==> src/rtl/cdb_arbiter_pkg.sv <==
// Shared definitions for the common-data-bus arbiter: tag/value widths,
// producer IDs, the buffered result entry and the round-robin index helper.
package cdb_arbiter_pkg;

  localparam int TAG_W = 3;
  localparam int VAL_W = 32;
  localparam int SRC_W = 2;

  localparam logic [TAG_W-1:0] NO_TAG = 3'd0;

  localparam logic [SRC_W-1:0] SRC_ALU = 2'd0;
  localparam logic [SRC_W-1:0] SRC_MEM = 2'd1;
  localparam logic [SRC_W-1:0] SRC_BRU = 2'd2;

  typedef struct packed {
    logic [TAG_W-1:0] num;
    logic [VAL_W-1:0] value;
    logic             branch;
  } cdb_entry_t;

  // Producer index reached 'offset' steps after 'last', wrapping at n.
  function automatic logic [SRC_W-1:0] rr_index(input logic [SRC_W-1:0] last,
                                                input int unsigned       offset,
                                                input int unsigned       n);
    logic [31:0] sum;
    sum = (32'(last) + offset) % n;
    return sum[SRC_W-1:0];
  endfunction

endpackage

==> src/rtl/cdb_src_fifo.sv <==
// Per-producer skid buffer: circular FIFO of result entries with a
// synchronous clear used for pipeline flushes.
module cdb_src_fifo
  import cdb_arbiter_pkg::*;
#(
  parameter  int DEPTH = 2,
  localparam int CNT_W = $clog2(DEPTH + 1)
) (
  input  logic             clk,
  input  logic             rst,
  input  logic             clr,
  input  logic             push,
  input  cdb_entry_t       push_data,
  input  logic             pop,
  output cdb_entry_t       head,
  output logic [CNT_W-1:0] count,
  output logic             full,
  output logic             empty
);

  localparam int PTR_W = (DEPTH > 1) ? $clog2(DEPTH) : 1;

  cdb_entry_t       mem_q [DEPTH];
  cdb_entry_t       mem_d [DEPTH];
  logic [PTR_W-1:0] wr_q, wr_d;
  logic [PTR_W-1:0] rd_q, rd_d;
  logic [CNT_W-1:0] cnt_q, cnt_d;
  logic             push_ok_s;
  logic             pop_ok_s;

  function automatic logic [PTR_W-1:0] ptr_inc(input logic [PTR_W-1:0] p);
    return (p == PTR_W'(DEPTH - 1)) ? '0 : p + PTR_W'(1);
  endfunction

  assign full      = (cnt_q == CNT_W'(DEPTH));
  assign empty     = (cnt_q == '0);
  assign count     = cnt_q;
  assign head      = mem_q[rd_q];
  assign push_ok_s = push && !full;
  assign pop_ok_s  = pop && !empty;

  // Next-state for storage, pointers and occupancy; clear wins over push/pop.
  always_comb begin
    mem_d = mem_q;
    wr_d  = wr_q;
    rd_d  = rd_q;
    cnt_d = cnt_q;
    if (clr) begin
      wr_d  = '0;
      rd_d  = '0;
      cnt_d = '0;
    end else begin
      if (push_ok_s) begin
        mem_d[wr_q] = push_data;
        wr_d        = ptr_inc(wr_q);
      end else begin
      end
      if (pop_ok_s) begin
        rd_d = ptr_inc(rd_q);
      end else begin
      end
      case ({push_ok_s, pop_ok_s})
        2'b10:   cnt_d = cnt_q + CNT_W'(1);
        2'b01:   cnt_d = cnt_q - CNT_W'(1);
        default: cnt_d = cnt_q;
      endcase
    end
  end

  // FIFO state registers.
  always_ff @(posedge clk or posedge rst) begin
    if (rst) begin
      for (int i = 0; i < DEPTH; i++) begin
        mem_q[i] <= '0;
      end
      wr_q  <= '0;
      rd_q  <= '0;
      cnt_q <= '0;
    end else begin
      mem_q <= mem_d;
      wr_q  <= wr_d;
      rd_q  <= rd_d;
      cnt_q <= cnt_d;
    end
  end

endmodule

==> src/rtl/cdb_arbiter.sv <==
// Common-data-bus arbiter: each producer feeds a skid FIFO, one head per
// cycle is granted round-robin and registered onto the broadcast bus.
// Build option CDB_BYPASS_EN lets a request into an empty FIFO compete and
// broadcast at its own acceptance edge instead of being buffered first.
module cdb_arbiter
  import cdb_arbiter_pkg::*;
#(
  parameter int NREQ       = 3,
  parameter int FIFO_DEPTH = 2
) (
  input  logic                  clk,
  input  logic                  rst,
  input  logic                  flush,
  input  logic [NREQ-1:0]       req_valid,
  output logic [NREQ-1:0]       req_ready,
  input  logic [NREQ*TAG_W-1:0] req_num,
  input  logic [NREQ*VAL_W-1:0] req_value,
  input  logic [NREQ-1:0]       req_branch,
  output logic [TAG_W-1:0]      cdb_num,
  output logic [VAL_W-1:0]      cdb_value,
  output logic                  cdb_is_branch,
  output logic [SRC_W-1:0]      cdb_src
);

  localparam int CNT_W = $clog2(FIFO_DEPTH + 1);

  cdb_entry_t       in_entry_s [NREQ];
  cdb_entry_t       head_s     [NREQ];
  logic [CNT_W-1:0] count_s    [NREQ];
  logic [NREQ-1:0]  full_s;
  logic [NREQ-1:0]  empty_s;
  logic [NREQ-1:0]  take_s;
  logic [NREQ-1:0]  sel_s;
  logic [NREQ-1:0]  push_s;
  logic [NREQ-1:0]  pop_s;
  logic [NREQ-1:0]  cand_s;

  logic             grant_vld_s;
  logic [SRC_W-1:0] grant_idx_s;
  logic [SRC_W-1:0] idx_s;
  cdb_entry_t       grant_entry_s;

  logic [SRC_W-1:0] ptr_q, ptr_d;
  logic [TAG_W-1:0] cdb_num_q, cdb_num_d;
  logic [VAL_W-1:0] cdb_value_q, cdb_value_d;
  logic             cdb_branch_q, cdb_branch_d;
  logic [SRC_W-1:0] cdb_src_q, cdb_src_d;

  genvar gi;
  generate
    for (gi = 0; gi < NREQ; gi++) begin : g_src
      assign in_entry_s[gi] = {req_num[gi*TAG_W +: TAG_W],
                               req_value[gi*VAL_W +: VAL_W],
                               req_branch[gi]};

      // Ready comes from registered occupancy only; a full FIFO never
      // passes a result straight through in the same cycle.
      assign req_ready[gi] = (count_s[gi] < CNT_W'(FIFO_DEPTH)) && !flush && !rst;

      // Zero tags complete the handshake but are never stored.
      assign take_s[gi] = req_valid[gi] && req_ready[gi] &&
                          (req_num[gi*TAG_W +: TAG_W] != NO_TAG);

      assign sel_s[gi] = grant_vld_s && (grant_idx_s == SRC_W'(gi));
      assign pop_s[gi] = sel_s[gi] && !empty_s[gi] && !flush;
`ifdef CDB_BYPASS_EN
      // A bypassed winner goes straight to the bus and skips the FIFO.
      assign push_s[gi] = take_s[gi] && !(sel_s[gi] && empty_s[gi]);
`else
      assign push_s[gi] = take_s[gi];
`endif

      cdb_src_fifo #(
        .DEPTH (FIFO_DEPTH)
      ) u_fifo (
        .clk       (clk),
        .rst       (rst),
        .clr       (flush),
        .push      (push_s[gi] && !full_s[gi]),
        .push_data (in_entry_s[gi]),
        .pop       (pop_s[gi]),
        .head      (head_s[gi]),
        .count     (count_s[gi]),
        .full      (full_s[gi]),
        .empty     (empty_s[gi])
      );
    end
  endgenerate

  // Which producers may compete for the bus this cycle.
  always_comb begin
    cand_s = '0;
    for (int i = 0; i < NREQ; i++) begin
`ifdef CDB_BYPASS_EN
      cand_s[i] = !empty_s[i] || take_s[i];
`else
      cand_s[i] = !empty_s[i];
`endif
    end
  end

  // Round-robin search starting one past the last granted producer.
  always_comb begin
    grant_vld_s = 1'b0;
    grant_idx_s = ptr_q;
    idx_s       = ptr_q;
    for (int unsigned k = 1; k <= NREQ; k++) begin
      idx_s = rr_index(ptr_q, k, NREQ);
      if (!grant_vld_s && cand_s[idx_s]) begin
        grant_vld_s = 1'b1;
        grant_idx_s = idx_s;
      end else begin
      end
    end
  end

  // Data of the winner: FIFO head, or the live request when bypassing.
  always_comb begin
    grant_entry_s = head_s[grant_idx_s];
`ifdef CDB_BYPASS_EN
    if (empty_s[grant_idx_s]) begin
      grant_entry_s = in_entry_s[grant_idx_s];
    end else begin
    end
`endif
  end

  // Bus and pointer next-state: flush beats grant; an idle bus keeps value/src.
  always_comb begin
    ptr_d        = ptr_q;
    cdb_num_d    = NO_TAG;
    cdb_branch_d = 1'b0;
    cdb_value_d  = cdb_value_q;
    cdb_src_d    = cdb_src_q;
    if (flush) begin
      ptr_d = SRC_ALU;
    end else if (grant_vld_s) begin
      ptr_d        = grant_idx_s;
      cdb_num_d    = grant_entry_s.num;
      cdb_value_d  = grant_entry_s.value;
      cdb_branch_d = grant_entry_s.branch;
      cdb_src_d    = grant_idx_s;
    end else begin
      ptr_d = ptr_q;
    end
  end

  // Broadcast register and round-robin pointer.
  always_ff @(posedge clk or posedge rst) begin
    if (rst) begin
      ptr_q        <= SRC_ALU;
      cdb_num_q    <= NO_TAG;
      cdb_value_q  <= 32'd0;
      cdb_branch_q <= 1'b0;
      cdb_src_q    <= SRC_ALU;
    end else begin
      ptr_q        <= ptr_d;
      cdb_num_q    <= cdb_num_d;
      cdb_value_q  <= cdb_value_d;
      cdb_branch_q <= cdb_branch_d;
      cdb_src_q    <= cdb_src_d;
    end
  end

  assign cdb_num       = cdb_num_q;
  assign cdb_value     = cdb_value_q;
  assign cdb_is_branch = cdb_branch_q;
  assign cdb_src       = cdb_src_q;

endmodule

==> config.mk <==
export PLATFORM = sky130hd
export DESIGN_NAME = cdb_arbiter
export DESIGN_NICKNAME = d
export VERILOG_FILES = /design/src/rtl/cdb_arbiter_pkg.sv /design/src/rtl/cdb_src_fifo.sv /design/src/rtl/cdb_arbiter.sv
export SDC_FILE = /design/constraint.sdc
export NUM_CORES = 1
export LEC_CHECK = 0
export ABC_AREA = 1
export ABC_CLOCK_PERIOD_IN_PS = 17400
export CORE_AREA = 4 4 175 177
export CTS_BUF_LIST = sky130_fd_sc_hd__clkbuf_4 sky130_fd_sc_hd__clkbuf_8 sky130_fd_sc_hd__clkbuf_16
export DETAILED_ROUTE_END_ITERATION = 7
export DIE_AREA = 0 0 179 181
export GPL_ROUTABILITY_DRIVEN = 0
export PLACE_DENSITY = 0.66
export SLEW_MARGIN = 20
export SYNTH_ARGS = -nofsm -noshare
export SYNTH_HDL_FRONTEND = slang
export SYNTH_SLANG_ARGS = --single-unit
==> constraint.sdc <==
create_clock -name clk -period 17.4 [get_ports clk]
set_clock_uncertainty 0.2 [all_clocks]
set_input_delay 3.48 -clock clk [delete_from_list [all_inputs] [get_ports clk]]
set_output_delay 3.48 -clock clk [all_outputs]
set_load 0.005 [all_outputs]
==> metrics.yaml, run 1 <==
wl_met1_um: 16210
critPathMaxFanout: 7
synth_top_area_share_pct: 52.11
power.total_uw: 3478
final-hold-violation-count: 0
netlist_instances: 1620
ys_ff_latch: 268
cp.arrival_ns: 5.01
seq_area_frac_synth_pct: 52.11
root_buffer: "clkbuf_16"
gr-total-overflow: 0
synth.area.top_cells: "dfrtp_1 (52%), nand2_1 (17%), o21ai_0 (8.8%)"
min_path_type: "reg2reg"
grt_max_degree: 111
synth_top_area_cell: "dfrtp_1"
start_kind: "input pin"
powerDensity_nw_per_um2: 223.7
dp_slack_ns: 8.686
fin_nets: 1846
ctsHtreeMaxLevel: 1
status: "finished, final reports clean"
fin_hold_ws_ns: 0.2818
cp.required_ns: 13.72
dp_hpwl_um: 22830
cts_made_buffers: 29
cts_tree: "yes"
io_pins: 155
finalSetupViolations: 0
drv_slew: 0
die_w_um: 179
drt_iter0_drc: 855
synth_fp_nets: 1738
cts_hold_buf: 0
grt_pass1_wl_um: 55160
critPathBufInv: 3
first_global_vias: 10183
setup_slack_ns: 8.711
postRouteAntennaNets: 0
final_cell_mix: "nand2_1 (573), dfrtp_1 (267), o21ai_0 (225), clkdlybuf4s50_1 (154), inv_1 (144)"
row_count: 63
fmax_mhz: 115.1
cpMaxStageDelayCell: "clkdlybuf4s50_1"
multi_input_area_um2: 5095
period_share_pct: 49.94
cts.reportedPaths.clkPinSlew_ns: 0.05
synth.cell_area_um2: 12870
worstSetupPathType: "in2out"
vias: 10634
die_area_um2: 32400
drc: 0
post-place-cells: 2087
ir_drop_uv: 205.9
antenna_found_initial: 0
route.met3.wl_um: 2274
regArea_um2: 6708
max_cap_violations: 0
synthDistinctLibCells: 36
grt_use_total_pct: 21.25
final_common_cell: "nand2_1"
numClockSinks: 268
yosysWarnings: 0
cp-end-kind: "primary output"
die_h_um: 181
relSlewSlack_pct: 25.72
crit_family: "buffers and inverters"
via_per_inst: 4.974
clock_path_buffers: 3
worst_slew_pin_slew_ns: 1.107
routedWlPerCell_um: 16.23
wl_met2_um: 15460
avgSynthCellArea_um2: 7.944
coreArea_um2: 29240
area_growth_pct: 20.82
setup-tns-final_ns: 0
rsz0062_at_grt: "false"
drive_gt1_share_pct: 10.18
port_buffers: 154
top_layer: "met4"
max_stage_delay_ns: 0.56
finalNonFillerCells: 2138
cts_setup_buffers: 0
leakage_uw: 0.007845
cp_cell_sequence: "clkdlybuf4s50_1 > nor2_1 > inv_2 > nor2_1 > clkdlybuf4s50_1"
period_minus_slack_ns: 8.689
fillers: 2806
initial_core_util_pct: 44.00
drtPass1Iterations: 5
diodes: 0
cts_resized: 0
routed_wl_um: 34710
insertion_delay_ns: 0.55
## through the flow
step / util, % / area [µm²]
2_1_floorplan: - / 12870
5_1_grt: 53.16 / 15550
6_report: 53.16 / 15550
3_5_place_dp: 49.76 / 14550
4_1_cts: 53.14 / 15540
3_3_place_gp: 49.76 / 14550
## final cells by class
class	instances	share of cell area, %
clock buffers	43	5.585
multi-input cells	1099	32.77
clock inverters	8	0.7645
repair buffers	168	10.64
well taps	390	3.139
inverters	162	3.959
flip-flops and latches	268	43.14
## kinds of logic (layout without fill, tap and decap cells)
| group | count (synthesis) | after routing | share of synthesized area (%) |
|---|---|---|---|
| and+or+nand+nor | 752 | 752 | 23.99 |
| AOI/OAI and AO/OA | 337 | 337 | 14.69 |
| DFF | 268 | 268 | 52.11 |
| buffers and inverters | 253 | 381 | 8.352 |
| muxes | 6 | 6 | 0.4667 |
| adders and majority gates | 4 | 4 | 0.3889 |
## synth_stat cells, drive strengths merged
library cell	number
a21oi	65
a31oi	1
buf	24
clkbuf	67
clkinv	1
dfrtp	268
ha	4
inv	161
mux2i	6
nand2	600
nand3	28
nand3b	2
nand4	7
nor2	102
nor3	7
nor4	2
o211ai	3
o21ai	268
or2	4
## sequential cells by signal, summed over array words and instances (netlist names)
| signal | flops |
|---|---|
| ptr_q | 2 |
| g_src.u_fifo.count | 6 |
| g_src.u_fifo.wr_q | 3 |
| cdb_num | 3 |
| g_src.u_fifo.rd_q | 3 |
| cdb_src | 2 |
| cdb_value | 32 |
| cdb_is_branch | 1 |
| g_src.u_fifo.mem_q | 216 |
## layer usage
layer	vias up	GRT usage [%]
met5	-	0
met2	347	32.13
met4	0	5.005
met1	4962	32.22
met3	41	3.348
li1	5284	-
## power breakdown
part | internal, µW | switching (µW)
Combinational | 582 | 1190
Clock | 387 | 246
Sequential | 899 | 170
## worst min-delay path, cell delays in order (launching register included)
cell and delay, ns:
dfrtp_1 0.34, nand2_1 0.05, o21ai_0 0.06
## worst paths after layout
check                                           from                         to  slack, ns  cells past startpoint
min in group asynchronous                        rst                   ptr_q[1]       3.30                      2
setup / recovery                               flush               req_ready[0]       8.71                      5
hold / removal             g_src[1].u_fifo.mem_q[10]  g_src[1].u_fifo.mem_q[10]       0.28                      2
setup reg to reg                            ptr_q[0]              cdb_value[24]      13.66                     17
max in group asynchronous                        rst   g_src[1].u_fifo.mem_q[4]      12.44                      3
hold reg to reg            g_src[1].u_fifo.mem_q[10]  g_src[1].u_fifo.mem_q[10]       0.28                      2
Power figures use the tool's default switching activity.
==> inputs of run 2 (changes only) <==
--- a/config.mk
+++ b/config.mk
@@ -6,13 +6,13 @@
 export NUM_CORES = 1
 export LEC_CHECK = 0
 export ABC_AREA = 1
-export ABC_CLOCK_PERIOD_IN_PS = 17400
+export ABC_CLOCK_PERIOD_IN_PS = 7170
 export CORE_AREA = 4 4 175 177
 export CTS_BUF_LIST = sky130_fd_sc_hd__clkbuf_4 sky130_fd_sc_hd__clkbuf_8 sky130_fd_sc_hd__clkbuf_16
 export DETAILED_ROUTE_END_ITERATION = 7
 export DIE_AREA = 0 0 179 181
 export GPL_ROUTABILITY_DRIVEN = 0
-export PLACE_DENSITY = 0.66
+export PLACE_DENSITY = 0.68
 export SLEW_MARGIN = 20
 export SYNTH_ARGS = -nofsm -noshare
 export SYNTH_HDL_FRONTEND = slang
==> constraint.sdc (replaced) <==
create_clock -name clk -period 7.17 [get_ports clk]
set_clock_uncertainty 0.2 [all_clocks]
set_input_delay 1.434 -clock clk [delete_from_list [all_inputs] [get_ports clk]]
set_output_delay 1.434 -clock clk [all_outputs]
set_load 0.005 [all_outputs]
==> metrics.yaml, run 2 (synthesis gave the netlist of run 1 again) <==
critPathBufInv: 3
cts_setup_buffers: 0
placed_cell_area_um2: 14560
first_global_vias: 10122
pwr-share-comb_pct: 51.0
cp.required_ns: 5.54
area_growth_pct: 20.90
routedWlPerCell_um: 16.09
drv_slew: 0
gr-total-overflow: 0
grt_use_total_pct: 21.17
stdcell_area_um2: 15560
cts_hold_buf: 0
drtPass1Iterations: 5
final-hold-violation-count: 0
crit_family: "buffers and inverters"
row_count: 63
power.total_uw: 8370
die_area_um2: 32400
vias: 10836
relSlewSlack_pct: 32.83
grt_max_degree: 141
cts_resized: 0
largest_register_ff_count: 216
io_pins: 155
fin_nets: 1847
drc: 0
fmax_mhz: 218.7
clkPwrFrac_pct: 18.1
drive_gt1_share_pct: 10.33
diodes: 0
r2r_setup_slack_ns: 3.58
port_buffers: 154
setup_slack_ns: 2.599
fin_hold_ws_ns: 0.2809
final_cell_mix: "nand2_1 (573), dfrtp_1 (268), o21ai_0 (225), clkdlybuf4s50_1 (154), inv_1 (144)"
dp_slack_ns: 2.443
via_per_inst: 5.059
dp_hpwl_um: 23440
period_share_pct: 63.76
largest_register: "g_src.u_fifo.mem_q"
leakage_uw: 0.007863
root_buffer: "clkbuf_16"
initial_core_util_pct: 44.00
die_w_um: 179
rsz0062_at_grt: "false"
antenna_found_initial: 0
period_minus_slack_ns: 4.571
coreArea_um2: 29240
drt_iter0_drc: 902
die_h_um: 181
insertion_delay_ns: 0.54
status: "finished, final reports clean"
cts.reportedPaths.clkPinSlew_ns: 0.06
grt_pass1_wl_um: 55190
fillers: 2700
numClockSinks: 268
ctsHtreeMaxLevel: 1
worst_slew_pin_slew_ns: 1.001
final_common_cell: "nand2_1"
cp-end-kind: "primary output"
routed_wl_um: 34460
intPower_uw: 4497
setup-tns-final_ns: 0
critPathMaxFanout: 7
postRouteAntennaNets: 0
start_kind: "input pin"
max_stage_delay_ns: 0.55
p_seq_share_pct: 30.9
switching_power_uw: 3873
min_path_type: "reg2reg"
finalSetupViolations: 0
cts_made_buffers: 30
worstSetupPathType: "in2out"
powerDensity_nw_per_um2: 537.9
cts_tree: "yes"
clock_path_buffers: 3
max_cap_violations: 0
ir_drop_uv: 389.4
sw_frac_of_total_pct: 46.28
cpMaxStageDelayCell: "clkdlybuf4s50_1"
cp_cell_sequence: "clkdlybuf4s50_1 > nor2_1 > inv_2 > nor2_1 > clkdlybuf4s50_1"
cp.arrival_ns: 2.94
## run 2: cell types whose count changed in the layout (fill, tap and decap cells not counted), sizes merged
cell,change
bufinv,-2
clkinvlp,+2
clkinv,+6
clkbuf,-2
## run 2: cell type report
class,instances,area (µm²),area share (%)
flip-flops and latches,268,6706,43.10
repair buffers,168,1659,10.66
inverters,162,611.8,3.932
clock inverters,14,105.1,0.6755
well taps,390,488.0,3.136
clock buffers,41,888.4,5.710
multi-input cells,1099,5100,32.78
## run 2: power groups by stage
stage               Combinational [µW]  Sequential (µW)  Clock (µW)
CTS                               4300             2580        1540
global placement                  4230             2570           0
finish                            4260             2590        1520
floorplan                         3330             2490           0
detailed placement                4280             2600           0
global route                      4780             2660        1610
## run 2: worst paths after layout
path,startpoint,endpoint,cells after the start
max,flush,req_ready[0],5
max reg2reg,ptr_q[0],g_src[1].u_fifo.count[0],17
min reg2reg,g_src[1].u_fifo.mem_q[60],g_src[1].u_fifo.mem_q[60],2
max in group asynchronous,rst,g_src[2].u_fifo.mem_q[14],3
min in group asynchronous,rst,g_src[1].u_fifo.mem_q[4],3
min,g_src[1].u_fifo.mem_q[60],g_src[1].u_fifo.mem_q[60],2
## run 2: worst min-delay path, cell delays in order, from the launching register on
cell	delay [ns]
dfrtp_1	0.34
nand2_1	0.05
o21ai_0	0.05
## run 2: per-layer routing
layer	vias up	track usage, %	share of wire (%)	routed length, µm
li1	5286	-	-	-
met1	5172	32.75	47	16090
met2	322	30.85	44	15160
met3	56	2.511	5.9	2047
met4	0	7.092	3.4	1164
met5	-	0	0	0
## run 2: through the flow
step           utilization [%]  cells
5_1_grt                  53.20   2142
3_5_place_dp             49.79   2087
6_report                 53.20   2142
3_3_place_gp             49.79   2087
4_1_cts                  53.19   2142
2_1_floorplan                -   1620
